--- config.mk ---
export PLATFORM = sky130hd
export DESIGN_NAME = nmr_acq_packetizer
export DESIGN_NICKNAME = d
export VERILOG_FILES = /design/src/rtl/nmr_pkg.sv /design/src/rtl/nmr_axis_fifo2.sv /design/src/rtl/nmr_acq_packetizer.sv
export SDC_FILE = /design/constraint.sdc
export NUM_CORES = 1
export LEC_CHECK = 0
export ABC_CLOCK_PERIOD_IN_PS = 4350
export CAP_MARGIN = 10
export CORE_MARGIN = 4
export CORE_UTILIZATION = 30
export CTS_BUF_LIST = sky130_fd_sc_hd__clkbuf_2
export CTS_CLUSTER_SIZE = 8
export DETAILED_ROUTE_END_ITERATION = 8
export DONT_BUFFER_PORTS = 1
export HOLD_SLACK_MARGIN = 0.05
export PLACE_DENSITY_LB_ADDON = 0.3
export REMOVE_ABC_BUFFERS = 1
export SKIP_LAST_GASP = 1
export SYNTH_ARGS = -nofsm -noshare
export SYNTH_HDL_FRONTEND = slang
export SYNTH_HIERARCHICAL = 1
export SYNTH_SLANG_ARGS = --single-unit
--- constraint.sdc ---
create_clock -name clk -period 4.35 [get_ports clk]
set_input_delay 0.435 -clock clk [delete_from_list [all_inputs] [get_ports clk]]
set_output_delay 0.435 -clock clk [all_outputs]
set_load 0.02 [all_outputs]
--- src/rtl/nmr_pkg.sv ---
// Shared definitions for the NMR acquisition packetizer: state codes,
// packet header magic and the default counter width.
package nmr_pkg;

    localparam int CNT_W_DEF = 32;

    localparam logic [15:0] HDR_MAGIC = 16'hA5A5;

    typedef enum logic [1:0] {
        ST_IDLE  = 2'd0,
        ST_RUN   = 2'd1,
        ST_FLUSH = 2'd2,
        ST_DONE  = 2'd3
    } state_t;

endpackage

--- src/rtl/nmr_axis_fifo2.sv ---
// Two-entry registered FIFO carrying {data, last}. Slot 0 is always the head
// and drives the output directly. tail_last_set forces tlast on the youngest
// entry so an aborted run still closes its final packet.
module nmr_axis_fifo2 #(
    parameter int W = 32
) (
    input  logic         clk,
    input  logic         aresetn,
    input  logic         clear,
    input  logic         push,
    input  logic [W-1:0] push_data,
    input  logic         push_last,
    input  logic         tail_last_set,
    output logic [W-1:0] out_data,
    output logic         out_valid,
    input  logic         out_ready,
    output logic         out_last,
    output logic         full,
    output logic         empty
);

    logic [W-1:0] d0, d1;
    logic         l0, l1;
    logic [1:0]   cnt;
    logic         pop;

    assign pop       = (cnt != 2'd0) && out_ready;
    assign out_valid = (cnt != 2'd0);
    assign out_data  = d0;
    assign full      = (cnt == 2'd2);
    assign empty     = (cnt == 2'd0);
    // A lone head leaving in the abort cycle gets its tlast here, since
    // the register update would come one edge too late.
    assign out_last  = l0 | (tail_last_set && (cnt == 2'd1));

    // Shift-register FIFO: push fills the first free slot, pop shifts down.
    always_ff @(posedge clk or negedge aresetn) begin
        if (!aresetn) begin
            d0  <= '0;
            d1  <= '0;
            l0  <= 1'b0;
            l1  <= 1'b0;
            cnt <= 2'd0;
        end else if (clear) begin
            d0  <= '0;
            d1  <= '0;
            l0  <= 1'b0;
            l1  <= 1'b0;
            cnt <= 2'd0;
        end else begin
            case ({push, pop})
                2'b10: begin
                    if (cnt == 2'd0) begin
                        d0 <= push_data;
                        l0 <= push_last;
                    end else begin
                        d1 <= push_data;
                        l1 <= push_last;
                    end
                    cnt <= cnt + 2'd1;
                end
                2'b01: begin
                    d0  <= d1;
                    l0  <= l1;
                    cnt <= cnt - 2'd1;
                end
                2'b11: begin
                    if (cnt == 2'd1) begin
                        d0 <= push_data;
                        l0 <= push_last;
                    end else begin
                        d0 <= d1;
                        l0 <= l1;
                        d1 <= push_data;
                        l1 <= push_last;
                    end
                end
                default: ;
            endcase
            // NOTE: non-blocking assignments to the same register take the
            // last one executed, so this override wins over the shift above.
            if (tail_last_set && !push) begin
                if (pop) begin
                    if (cnt == 2'd2) l0 <= 1'b1;
                end else begin
                    if (cnt == 2'd1) l0 <= 1'b1;
                    if (cnt == 2'd2) l1 <= 1'b1;
                end
            end
        end
    end

endmodule

--- src/rtl/nmr_acq_packetizer.sv ---
// NMR acquisition packetizer: frames the dual-channel ADC stream into
// AXI4-Stream packets of cfg_size samples, stops after cfg_nb_samples and
// reports progress, overflow and abort to the sequencer FSM.
// Optional feature: define NMR_PCK_HEADER_EN to prefix every packet with a
// {16'hA5A5, packet_index} header word.
module nmr_acq_packetizer
    import nmr_pkg::*;
#(
    parameter int DATA_W = 16,
    parameter int CNT_W  = CNT_W_DEF
) (
    input  logic                clk,
    input  logic                aresetn,
    input  logic                clear,
    input  logic                enable,
    input  logic [CNT_W-1:0]    cfg_size,
    input  logic [CNT_W-1:0]    cfg_nb_samples,
    input  logic [2*DATA_W-1:0] s_axis_tdata,
    input  logic                s_axis_tvalid,
    output logic                s_axis_tready,
    output logic [31:0]         m_axis_tdata,
    output logic                m_axis_tvalid,
    input  logic                m_axis_tready,
    output logic                m_axis_tlast,
    output logic [CNT_W-1:0]    sts_count,
    output logic [1:0]          sts_state,
    output logic                done,
    output logic                overflow,
    output logic                aborted
);

    localparam logic [CNT_W-1:0] ONE = {{(CNT_W-1){1'b0}}, 1'b1};

    state_t             state_q, state_d;
    logic [CNT_W-1:0]   size_q, nb_q, pkt_cnt_q, count_q;
    logic               overflow_q, aborted_q;

    logic               fifo_full, fifo_empty, pop, space;
    logic               run_en, accept, drop, push, push_last, tail_last_set;
    logic               pkt_end, final_smp, hdr_slot, hdr_push;
    logic [31:0]        push_data;

`ifdef NMR_PCK_HEADER_EN
    logic               hdr_q;
    logic [15:0]        pkt_idx_q;
    assign hdr_slot = run_en && hdr_q;
`else
    assign hdr_slot = 1'b0;
`endif

    assign pop       = m_axis_tvalid && m_axis_tready;
    assign space     = !fifo_full || pop;
    assign run_en    = (state_q == ST_RUN) && enable;
    assign pkt_end   = (pkt_cnt_q == size_q - ONE);
    assign final_smp = (count_q == nb_q - ONE);

    assign s_axis_tready = run_en && !hdr_slot;
    assign accept        = s_axis_tready && s_axis_tvalid && space;
    assign drop          = run_en && s_axis_tvalid && !space;
    assign hdr_push      = hdr_slot && space;
    assign push          = accept || hdr_push;
    assign tail_last_set = (state_q == ST_RUN) && !enable;

`ifdef NMR_PCK_HEADER_EN
    assign push_data = hdr_push ? {HDR_MAGIC, pkt_idx_q} : s_axis_tdata;
`else
    assign push_data = s_axis_tdata;
`endif
    assign push_last = !hdr_push && (pkt_end || final_smp);

    assign sts_count = count_q;
    assign sts_state = state_q;
    assign done      = (state_q == ST_DONE);
    assign overflow  = overflow_q;
    assign aborted   = aborted_q;

    nmr_axis_fifo2 #(.W(32)) u_fifo (
        .clk           (clk),
        .aresetn       (aresetn),
        .clear         (clear),
        .push          (push),
        .push_data     (push_data),
        .push_last     (push_last),
        .tail_last_set (tail_last_set),
        .out_data      (m_axis_tdata),
        .out_valid     (m_axis_tvalid),
        .out_ready     (m_axis_tready),
        .out_last      (m_axis_tlast),
        .full          (fifo_full),
        .empty         (fifo_empty)
    );

    // State register; clear acts as a synchronous reset.
    always_ff @(posedge clk or negedge aresetn) begin
        if (!aresetn)   state_q <= ST_IDLE;
        else if (clear) state_q <= ST_IDLE;
        else            state_q <= state_d;
    end

    // Next-state logic for the acquisition sequence.
    always_comb begin
        // NOTE: default first so every path assigns state_d and no latch forms.
        state_d = state_q;
        case (state_q)
            ST_IDLE:  if (enable && (cfg_size != '0) && (cfg_nb_samples != '0))
                          state_d = ST_RUN;
            ST_RUN:   if (!enable)                   state_d = ST_FLUSH;
                      else if (accept && final_smp)  state_d = ST_FLUSH;
            ST_FLUSH: if (fifo_empty)                state_d = ST_DONE;
            ST_DONE:  if (!enable)                   state_d = ST_IDLE;
            default:  state_d = ST_IDLE;
        endcase
    end

    // Config latch, sample/packet counters and sticky status flags.
    always_ff @(posedge clk or negedge aresetn) begin
        if (!aresetn) begin
            size_q     <= '0;
            nb_q       <= '0;
            pkt_cnt_q  <= '0;
            count_q    <= '0;
            overflow_q <= 1'b0;
            aborted_q  <= 1'b0;
`ifdef NMR_PCK_HEADER_EN
            hdr_q      <= 1'b0;
            pkt_idx_q  <= '0;
`endif
        end else if (clear) begin
            size_q     <= '0;
            nb_q       <= '0;
            pkt_cnt_q  <= '0;
            count_q    <= '0;
            overflow_q <= 1'b0;
            aborted_q  <= 1'b0;
`ifdef NMR_PCK_HEADER_EN
            hdr_q      <= 1'b0;
            pkt_idx_q  <= '0;
`endif
        end else begin
            if ((state_q == ST_IDLE) && (state_d == ST_RUN)) begin
                size_q    <= cfg_size;
                nb_q      <= cfg_nb_samples;
                pkt_cnt_q <= '0;
                count_q   <= '0;
`ifdef NMR_PCK_HEADER_EN
                hdr_q     <= 1'b1;
                pkt_idx_q <= '0;
`endif
            end
            if (accept) begin
                count_q   <= count_q + ONE;
                pkt_cnt_q <= pkt_end ? '0 : pkt_cnt_q + ONE;
`ifdef NMR_PCK_HEADER_EN
                hdr_q     <= pkt_end && !final_smp;
`endif
            end
`ifdef NMR_PCK_HEADER_EN
            if (hdr_push) begin
                hdr_q     <= 1'b0;
                pkt_idx_q <= pkt_idx_q + 16'd1;
            end
`endif
            if (drop)          overflow_q <= 1'b1;
            if (tail_last_set) aborted_q  <= 1'b1;
        end
    end

endmodule

Word-level counts from Yosys, hierarchy flattened
Cells that the tools add are included.

Bits in registers: 200. Bits of input ports: 102. Logic and storage cells: 111.

Add/subtract/negate cells: 6. Equal/unequal tests: 14. Mux-type cells: 46. Bitwise operators: 1. Reduce and logical (&&, ||, !) cells: 32.

Operators with widths (count): 32-bit 2-to-1 mux (16); 32-bit one-hot mux with 3 select lines (1); 32-bit by 1-bit adder with 32-bit output (second input constant) (2); 32-bit == test (2); 32-bit one-hot mux with 2 select lines (1); 32-bit nonzero test (2); 32-bit by 1-bit subtractor with 32-bit output (second input constant) (2); 1-bit 2-to-1 mux (17); 2-bit 2-to-1 mux (7); 1-bit logical AND (12); 2-bit == test (second input constant) (5); 3-bit inequality test (second input constant) (3); 3-bit nonzero test (3); 2-bit by 1-bit == test with 1-bit output (second input constant) (4); 2-bit one-hot mux with 4 select lines (1); 2-bit nonzero test (4); 1-bit logical NOT (4); 2-bit logical NOT (2); 2-bit one-hot mux with 2 select lines (1); 4-bit nonzero test (1); 1-bit one-hot mux with 3 select lines (1); 3-bit AND reduction (1); 2-bit by 1-bit adder with 2-bit output (second input constant) (1); 1-bit logical OR (2); other kinds (4) (4).

Longest topological paths before layout
Depth in word-level cells: 13. Mapped depth: 14.

Modules after synthesis
Netlist, hierarchy kept.

Modules (own cells, without submodules): nmr_acq_packetizer (times used 1, cells each 977, area an instance 8582.0 sq um, seq. area each 3303.2 sq um); nmr_axis_fifo2 (times used 1, cells each 327, area an instance 3214.3 sq um, seq. area each 1701.6 sq um).

Worst setup path after synthesis
OpenSTA, ideal clock, no wires.

Path type: register -> register. Start: register nb_q[0]. End: register u_fifo.l0. Data arrival time: 3.346 ns. Required time: 4.274 ns. Path slack: 0.928 ns. Stages on the path, launching flop included: 15. Path buffers: 0. Clock period less this slack: 3.422 ns. Path through: dfrtp_1 inv_1 ha_1 or4b_2 or3_1 mux2_2 mux2i_1 o22ai_1 o2111ai_1 nor4bb_1 and3_1 a21o_1 o22ai_1 or4_1 o21ai_1.

Longest elaborated chain between the ends: 9. Elaborated cells on any way between the ends: 11. Those cells by class: add/sub: 1; eq/ne: 1; mux: 8; reduce/logical: 1.

RTL lines: start, declared (line nmr_acq_packetizer.sv:35) `logic [CNT_W-1:0] size_q, nb_q, pkt_cnt_q, count_q;`; start signal, assigned (line nmr_acq_packetizer.sv:142) `nb_q <= cfg_nb_samples;`; 32-bit by 1-bit subtractor with 32-bit output * (line nmr_acq_packetizer.sv:55) `assign final_smp = (count_q == nb_q - ONE);`; 32-bit == test * (line nmr_acq_packetizer.sv:55); 1-bit logical OR * (line nmr_acq_packetizer.sv:69) `assign push_last = !hdr_push && (pkt_end || final_smp);`; net push_last (line nmr_acq_packetizer.sv:39) `logic run_en, accept, drop, push, push_last, tail_last_set;`; 1-bit 2-to-1 mux, on equally long branches (line nmr_axis_fifo2.sv:68, nmr_axis_fifo2.sv:53); 1-bit one-hot mux with 3 select lines * (line nmr_axis_fifo2.sv:51) `case ({push, pop})`; 1-bit 2-to-1 mux, on equally long branches (line nmr_axis_fifo2.sv:86, nmr_axis_fifo2.sv:84); 1-bit 2-to-1 mux (line nmr_axis_fifo2.sv:83) `if (pop) begin`; 1-bit 2-to-1 mux * (line nmr_axis_fifo2.sv:82) `if (tail_last_set && !push) begin`; 1-bit 2-to-1 mux * (line nmr_axis_fifo2.sv:44) `end else if (clear) begin`; end signal, assigned (line nmr_axis_fifo2.sv:55) `l0 <= push_last;`; end signal, assigned (line nmr_axis_fifo2.sv:64) `l0 <= l1;`; end signal, assigned (line nmr_axis_fifo2.sv:70) `l0 <= push_last;`; end, declared (line nmr_axis_fifo2.sv:23) `logic l0, l1;`.

Mark *: on every way through the listed nets, which the timed path passes. The rest lies on a longest branch. A chain may end at the register's enable or synchronous reset.

Worst setup path in the final report
Start: register nb_q[0]. End: register u_fifo.l1.

Longest elaborated chain between the ends: 9. Elaborated cells on any way between the ends: 10. Those cells by class: add/sub: 1; eq/ne: 1; mux: 7; reduce/logical: 1.

RTL lines: 32-bit by 1-bit subtractor with 32-bit output * (line nmr_acq_packetizer.sv:55); 32-bit == test * (line nmr_acq_packetizer.sv:55); 1-bit logical OR * (line nmr_acq_packetizer.sv:69); net push_last (line nmr_acq_packetizer.sv:39); 1-bit 2-to-1 mux, on equally long branches (line nmr_axis_fifo2.sv:68, nmr_axis_fifo2.sv:53); 1-bit one-hot mux with 2 select lines * (line nmr_axis_fifo2.sv:51); 1-bit 2-to-1 mux (line nmr_axis_fifo2.sv:87) `if (cnt == 2'd2) l1 <= 1'b1;`; 1-bit 2-to-1 mux (line nmr_axis_fifo2.sv:83); 1-bit 2-to-1 mux * (line nmr_axis_fifo2.sv:82); 1-bit 2-to-1 mux * (line nmr_axis_fifo2.sv:44); end signal, assigned (line nmr_axis_fifo2.sv:58) `l1 <= push_last;`; end signal, assigned (line nmr_axis_fifo2.sv:75) `l1 <= push_last;`; end, declared (line nmr_axis_fifo2.sv:23).

Marks and branches as above.

==> flow_summary_export.csv <==
group,metric,value,unit
critical_path,critical-path-top-delay-family,"simple AND/OR/NAND/NOR gates",
job,cap_violations,0,
critical_path,crit_top_cell,"o2111ai_1",
power,p_seq_share,50.4,%
critical_path,worst-path-buf-inv,2,
synth,yosysWarnings,6,
sta,setup_viol,0,
sta,post-route-period-util,94.6,%
sta,max_freq,0.243,GHz
die,chipHeight,206,um
critical_path,reg2reg_to,"u_fifo/l1",
critical_path,r2r-start,"nb_q[0]",
detailed_routing,wire_per_inst,18.5,um
die,io_pins,174,
detailed_routing,drt_iter0_drc,687,
global_routing,grt_start_max_net_pins,201,
clock_network,cts_buffers,17,
clock_network,postCtsSetupBuffers,0,
sta,hold_violations,200,
critical_path,path_depth,14,
global_routing,use_met1,22.7,%
detailed_routing,drc_errors,0,
die,die-area,42600,um2
status,violations,"negative hold slack",
critical_path,critPathMaxFanout,6,
synth,async_flop_share,100,%
synth,synth_seq_cells,200,
die,start_util,30.5,%
cells_and_area,final_cell_area,13600,um2
detailed_routing,vias,9961,
critical_path,cp_cell_sequence,"inv_1 > ha_1 > or4b_2 > or3_1 > mux2_2 > mux2i_1 > o22ai_1 > o2111ai_1 > nor4bb_2 > and3_1 > a21o_1 > o2111ai_1 > a31oi_1 > dlygate4sd3_1",
die,die_w,206,um
clock_network,cts_tree,"built",
placed_design,gp_congestion,0.909,
power,leakage,5.91,nW
synth,syn_inst,1304,
sta,slew_violations,0,
critical_path,slowest_delay,0.71,ns
global_routing,grt_usage,16.5,%
global_routing,antenna_found_initial,4,
cells_and_area,nNetsFinal,1488,
power,pwr-share-clk,22.4,%
cells_and_area,final_common_cell,"dfrtp_1",
critical_path,r2r_slack,0.23,ns
global_routing,grt_pass1_vias,9782,
power,swShare,37.8,%
sta,rsz0062_at_grt,"false",
global_routing,grt.busiest_layer,"met2",
synth,synth_edf_count,0,
global_routing,grt_remaining_overflow,0,
global_routing,gr-usage-met2,25.7,%
sta,clock_skew,0.0602,ns
die,rows,72,
detailed_routing,wl,35400,um
power,powerDensity,323,nW/um2
critical_path,cpMaxStageDelayCell,"or4b_2",
critical_path,arrival,5.00,ns
global_routing,grt_pass1_wl,55400,um
placed_design,post_dp_cell_area,12200,um2
sta,hold_ws,-0.822,ns
synth,synth_ff_type,"dfrtp_1",
synth,avgSynthCellArea,9.05,um2
global_routing,grt_use_met3,5.37,%
die,core,38700,um2
cells_and_area,final_cell_mix,"dfrtp_1 (200), nor2_1 (161), nand2_1 (150)",
hold_path,min_path_type,"in2async",
synth,seq_area_frac_synth,42.4,%
clock_network,clk_latency,0.90,ns
cells_and_area,drive_gt1_share,6.04,%
power,p_int,2.72,mW
clock_network,clockRootBuffer,"clkbuf_2",
power,p_sw,1.66,mW
critical_path,crit_required,5.23,ns
critical_path,critPathLaunchType,"register",
placed_design,hpwl,24100,um
clock_network,cts.sinks,200,
sta,max_slew_margin,31.3,%
sta,worst_pin_slew,1.03,ns
clock_network,clockBufferDepth,2,
detailed_routing,ant_nets,0,
critical_path,r2r_cells,14,
critical_path,path_class,"reg2reg",
status,status,"complete, but fails checks",
power,p_comb_share,27.2,%
power,vdd_drop_max,0.286,mV
detailed_routing,via_per_inst,5.21,
placed_design,io_buffer_count,0,
clock_network,path_clk_slew,0.35,ns
sta,timing.final.crit_period,4.12,ns
synth,ys_types,75,
cells_and_area,area_growth,15.1,%
critical_path,end_kind,"register",
clock_network,htree_levels,4,
synth,synthesis.area,11800,um2
detailed_routing,first_pass_iters,5,
sequential cells by signal (all words and copies together), names as in the netlist:
name,count
nb_q,32
pkt_cnt_q,32
size_q,32
sts_count,32
u_fifo/d1,32
u_fifo/out_data,32
sts_state,2
u_fifo/cnt,2
aborted,1
overflow,1
u_fifo/l0,1
u_fifo/l1,1
cells by family after synthesis:
logic type                 synth area share [%]
adders and majority gates                 0.955
DFF                                        42.4
buffers and inverters                      4.15
xor gates and xnor gates                   7.35
and+or+nand+nor                            24.8
muxes                                      9.23
AOI/OAI and AO/OA                          11.1
power groups by stage:
stage	Sequential (mW)	Combinational, mW	Clock, mW
6_report	2.21	1.19	0.984
5_1_grt	2.23	1.31	1.11
4_1_cts	2.21	1.19	1.04
2_1_floorplan	2.19	0.860	0
3_3_place_gp	2.24	1.05	0
3_5_place_dp	2.24	1.07	0
cell usage after synthesis, types with 4 or more instances:
cell	instances	area [um2]
dfrtp_1	200	5000
nor2_1	161	604
nand2_1	150	563
mux2i_1	102	1020
a21oi_1	58	290
nand3_1	52	260
xor2_1	52	455
clkbuf_1	47	176
o21ai_0	47	235
xnor2_1	47	412
nand4_1	33	206
nor4_1	32	200
nor3_1	31	155
o21ai_1	30	150
and3_1	26	163
inv_1	24	90.1
or4_1	13	97.6
buf_6	12	135
nand3b_1	12	90.1
ha_1	9	113
nor2b_1	9	56.3
a21o_1	8	60.1
a22o_1	8	70.1
o211ai_1	8	60.1
a221o_1	7	70.1
and2_1	6	37.5
buf_1	6	22.5
buf_4	6	45.0
mux2_2	6	67.6
o31ai_1	6	45.0
or3_1	6	37.5
a31oi_1	5	31.3
nand2b_1	5	31.3
nor3b_1	5	37.5
and3b_1	4	35.0
nand4b_1	4	35.0
o21a_1	4	30.0
o22ai_1	4	25.0
area by class of cell:
| cell class | count | area (um2) |
|---|---|---|
| Antenna cell | 3 | 7.51 |
| Clock buffer | 17 | 85.1 |
| Clock inverter | 15 | 155 |
| Fill cell | 4002 | 25200 |
| Inverter | 24 | 90.1 |
| Multi-Input combinational cell | 1005 | 6320 |
| Sequential cell | 200 | 5000 |
| Tap cell | 518 | 648 |
| Timing Repair Buffer | 129 | 1260 |
worst max-delay path by stage:
stage,from,to,slack [ns]
after floorplan,cfg_nb_samples[29],pkt_cnt_q[27],-10.61
after global placement,nb_q[0],u_fifo/l0,0.57
after detailed placement,nb_q[0],u_fifo/l0,0.48
after CTS,nb_q[0],u_fifo/l1,0.16
after global routing,nb_q[0],u_fifo/l1,0.04
final,nb_q[0],u_fifo/l1,0.23
per-stage QoR:
step / worst slack, ns / utilization [%] / power (mW) / TNS [ns] / instances
finish: 0.234 / 35.0 / 4.38 / 0 / 1911
global route: 0.0397 / 35.0 / 4.65 / 0 / 1911
CTS: 0.164 / 35.0 / 4.44 / 0 / 1907
detailed placement: 0.475 / 31.5 / 3.31 / 0 / 1765
global placement: 0.571 / 31.5 / 3.29 / 0 / 1765
floorplan: -10.61 / - / 3.05 / -967.72 / 1229
layer usage:
layer  wire, um  up-vias
met1      16400     4910
met2      16100      262
li1           -     4771
met5          0        -
met3       2590       18
met4        348        0
timing repair:
| item | 4_1_cts | 5_1_grt |
|---|---|---|
| setup endpoints to repair | 0 | 1 |
| hold buffers | 110 | 1 |
| resized for setup | 0 | 1 |
| endpoints found under the hold margin | 399 | 201 |
(Power assumes the default switching activity.)
